File: src/rtl/mem_arbiter.sv
// Two-port arbiter sharing one single-ported word memory between fetch and load/store.
// Zero-latency grants with fetch anti-starvation, plus a tag pipeline that routes read data back.
module mem_arbiter #(
    parameter int unsigned ADDR_W     = 10,
    parameter int unsigned DATA_W     = 32,
    parameter int unsigned MEM_LAT    = 1,
    parameter int unsigned STARVE_MAX = 3
) (
    input  logic              clk,
    input  logic              reset,
    input  logic              if_req,
    input  logic [ADDR_W-1:0] if_addr,
    output logic              if_gnt,
    output logic              if_rvalid,
    output logic [DATA_W-1:0] if_rdata,
    input  logic              ls_req,
    input  logic              ls_we,
    input  logic [ADDR_W-1:0] ls_addr,
    input  logic [DATA_W-1:0] ls_wdata,
    output logic              ls_gnt,
    output logic              ls_rvalid,
    output logic [DATA_W-1:0] ls_rdata,
    output logic              mem_en,
    output logic              mem_we,
    output logic [ADDR_W-1:0] mem_addr,
    output logic [DATA_W-1:0] mem_wdata,
    input  logic [DATA_W-1:0] mem_rdata
);

    localparam int unsigned STREAK_W = 4;
    localparam logic [STREAK_W-1:0] STREAK_MAX = STREAK_W'(STARVE_MAX);

    logic [STREAK_W-1:0] streak_q, streak_d;
    logic [MEM_LAT-1:0]  tag_vld_q, tag_vld_d;
    logic [MEM_LAT-1:0]  tag_port_q, tag_port_d;
    logic                if_win, ls_win;

    // Data wins contests until it has starved fetch STARVE_MAX times in a row.
    always_comb begin
        if_win = 1'b0;
        ls_win = 1'b0;
        if (!reset) begin
            if (if_req && ls_req) begin
                if (streak_q == STREAK_MAX) begin
                    if_win = 1'b1;
                end else begin
                    ls_win = 1'b1;
                end
            end else begin
                if_win = if_req;
                ls_win = ls_req;
            end
        end
    end

    assign if_gnt    = if_win;
    assign ls_gnt    = ls_win;
    assign mem_en    = if_win | ls_win;
    assign mem_we    = ls_win & ls_we;
    assign mem_addr  = reset ? '0 : (ls_win ? ls_addr : if_addr);
    assign mem_wdata = reset ? '0 : ls_wdata;

    always_comb begin
        streak_d = streak_q;
        if (!if_req || if_win) begin
            streak_d = '0;
        end else if (ls_win && (streak_q < STREAK_MAX)) begin
            streak_d = streak_q + STREAK_W'(1);
        end
    end

    // Stage 0 captures each read grant's owner; the last stage lines up with mem_rdata.
    always_comb begin
        tag_vld_d     = '0;
        tag_port_d    = '0;
        tag_vld_d[0]  = mem_en & ~mem_we;
        tag_port_d[0] = ls_win;
        for (int i = 1; i < int'(MEM_LAT); i++) begin
            tag_vld_d[i]  = tag_vld_q[i-1];
            tag_port_d[i] = tag_port_q[i-1];
        end
    end

    always_ff @(posedge clk or posedge reset) begin
        if (reset) begin
            streak_q   <= '0;
            tag_vld_q  <= '0;
            tag_port_q <= '0;
        end else begin
            streak_q   <= streak_d;
            tag_vld_q  <= tag_vld_d;
            tag_port_q <= tag_port_d;
        end
    end

    assign if_rvalid = ~reset & tag_vld_q[MEM_LAT-1] & ~tag_port_q[MEM_LAT-1];
    assign ls_rvalid = ~reset & tag_vld_q[MEM_LAT-1] &  tag_port_q[MEM_LAT-1];
    assign if_rdata  = mem_rdata;
    assign ls_rdata  = mem_rdata;

endmodule
File: config.mk
export PLATFORM = sky130hd
export DESIGN_NAME = mem_arbiter
export DESIGN_NICKNAME = d
export VERILOG_FILES = /design/src/rtl/mem_arbiter.sv
export SDC_FILE = /design/constraint.sdc
export NUM_CORES = 1
export LEC_CHECK = 0
export BUFFER_PORTS_ARGS = -buffer_cell sky130_fd_sc_hd__buf_4
export CAP_MARGIN = 20
export CORE_AREA = 2 2 78 80
export DETAILED_ROUTE_END_ITERATION = 7
export DIE_AREA = 0 0 80 82
export SLEW_MARGIN = 40
export SYNTH_ARGS = -nofsm -noshare
export SYNTH_HDL_FRONTEND = slang
export SYNTH_SLANG_ARGS = --single-unit
File: constraint.sdc
create_clock -name clk -period 3.5 [get_ports clk]
set_input_delay 0.175 -clock clk [delete_from_list [all_inputs] [get_ports clk]]
set_output_delay 0.175 -clock clk [all_outputs]
set_load 0.05 [all_outputs]
==> run summary <==
Critical path class: flop to primary output
DIE HEIGHT: 82 um
Max-cap viol count: 0
Synthesized flop and latch total: 6
Placeable Area: 5750 um^2
Slew Viols, Final: 0
H-tree levels: 1
Clk Latency, worst-skew pair: 0.22 ns
TNS Setup: 0 ns
Cell Pwr Density: 268 nW/um^2
GPL Wtd Cong: 0.785
Final setup violation count: 0
# DRC: 0
Iter 0 DRT Violations: 13
Postcts setup bufs: 0
RSZ-0062 raised after global routing: false
Die width: 80 um
Final ANT Viol Nets: 0
Fmax: 478 MHz
Syn nets: 242
Reg clk slew, reported paths: 0.04 ns
Setup WS pre-CTS: 1.57 ns
Tot GR Track Use: 0.0844
Post-DP HPWL: 2550 um
Worst flop-to-flop path endpoint: streak_q[0]
Worst VDD drop: 0.109 mV
Reg2Reg Launch Point: streak_q[0]
Most frequent cells in the layout: buf_4, nor2b_1, mux2_1
R2r setup slk: 2.00 ns
Drt pass-1 iters: 4
WP data required: 3.32 ns
Port Buffers: 104
Run status: finished clean
Max stage delay cell, worst path: a31oi_4
Io pins: 201
Worst Skew: 0.000240 ns
Crit path launch: streak_q[0]
Hold WC Path Type: input port to asynchronous set/reset pin
Root Driver: clkbuf_8
CTS Hold Bufs: 0
Commonest non-fill, non-tap cell in the layout: buf_4
CTS Sinks: 6
N_diodes: 0
Vias in the first global route: 958
Seq/Total Area, Yosys: 0.123
Starting Density: 0.212
Clock Path Buffers: 2
Reg2Reg Depth: 4
Syn Std Cell Area: 1220 um^2
WP data arrival: 1.92 ns
Final hold viol count: 0
YS warnings: 0
Avg Cell Area, Syn: 8.01 um^2
Pleak: 0.817 nW
Row count: 28
Final worst path period need: 2.09 ns
Synthesized instance count: 152
Slowest stage delay, CP: 0.45 ns
Startpoint type of the worst setup path: flop
Post-DR wirelength/cell: 12.0 um
Vias: 1022
Crit path capture type: primary output
Initial antenna violation count: 0
Final worst slack: 1.41 ns
Average vias per placed instance: 3.87
Cell variety after synth: 24
First-pass GRT wire length: 4370 um
Fraction of layout cells with a size suffix above 1: 0.598
Worst-Margin Slew: 0.485 ns
Nets: 281
Area added between synthesis and finish: 33.2%
CP endpoint: mem_addr[9]
Worst slew margin: 0.677
Largest net degree at the start of global routing: 49
Crit Path Max Fanout: 14
GR Overflow Total: 0
Resized cells post-CTS: 0
Die Area: 6560 um^2
CTS buffer count: 3
Final WL: 3160 um
Critical-path cell list: ha_1 -> a31oi_4 -> mux2_2 -> buf_4
CTS tree: yes
Crit share post-route: 0.598
Overall power: 0.000435 W
where the power goes:
group | total [W] | leakage, nW | switching [W] | internal, W
clock network | 0.000103 | 0.0216 | 0.0000290 | 0.0000738
logic | 0.000259 | 0.715 | 0.000158 | 0.000101
registers | 0.0000730 | 0.0808 | 0.00000101 | 0.0000720
total | 0.000435 | 0.817 | 0.000188 | 0.000247
flip-flops by register name, indices dropped and copies added, names as in the netlist:
name / count
streak_q: 4
tag_vld_q: 1
tag_port_q: 1
routing by layer:
layer / vias to the layer above / wire length (um) / track usage
met1: 446 / 1200 / 0.0963
met5: - / 0 / 0
met2: 71 / 1470 / 0.132
met3: 11 / 448 / 0.0495
li1: 494 / - / -
met4: 0 / 42 / 0.0288
critical path: cells and delay by family (launching register included):
family | cells | cell delay (ns)
AO/OA/AOI/OAI | 1 | 0.45
multiplexers | 1 | 0.39
flip-flops | 1 | 0.38
adder cells (fa/ha/maj) | 1 | 0.27
buffers and inverters | 1 | 0.19
cell families after synthesis:
group           Yosys count  share of synthesized area
buf+inv                  72                      0.427
simple gates             56                      0.290
flops                     6                      0.123
mux                      10                     0.0925
compound gates            7                     0.0576
fa+ha+maj                 1                     0.0103
area by class of cell:
cell class	instances	area, um^2
clock buffers	3	41.3
fillers	619	4120
inverters	2	7.51
multi-input cells	74	548
flip-flops and latches	6	150
well taps	75	93.8
repair buffers	104	781
Yosys cell counts (all sizes together):
library cell	n	area share
ha	1	0.010
clkbuf	4	0.012
nand3	1	0.0041
a21boi	1	0.0062
inv	2	0.0062
o41ai	2	0.014
buf	66	0.41
and2	2	0.010
or3b	1	0.0072
nor3b	4	0.025
a21oi	1	0.0072
a211oi	2	0.012
mux2	10	0.092
and3	1	0.0051
dfrtp	6	0.12
nor2b	42	0.22
nor2	3	0.011
a31oi	1	0.017
nand2b	1	0.0051
nand3b	1	0.0062
stage by stage:
| stage | utilization | hold slack, ns | instances | area, um^2 |
|---|---|---|---|---|
| 4_1_cts | 0.282 | 0.139 | 264 | 1620 |
| 3_5_place_dp | 0.275 | 0.350 | 261 | 1580 |
| 5_1_grt | 0.282 | 0.170 | 264 | 1620 |
| 6_report | 0.282 | 0.124 | 264 | 1620 |
| 2_1_floorplan | - | 0.142 | 152 | 1220 |
| 3_3_place_gp | 0.275 | 0.350 | 261 | 1580 |
worst min-delay path by stage:
stage | startpoint | to | cells past startpoint
floorplan | reset | streak_q[0] | 2
global placement | mem_rdata[9] | if_rdata[9] | 0
detailed placement | mem_rdata[9] | if_rdata[9] | 0
CTS | reset | tag_vld_q | 2
global route | reset | tag_vld_q | 2
finish | reset | tag_port_q | 2
Note: power is estimated with default switching activity, not from simulation.
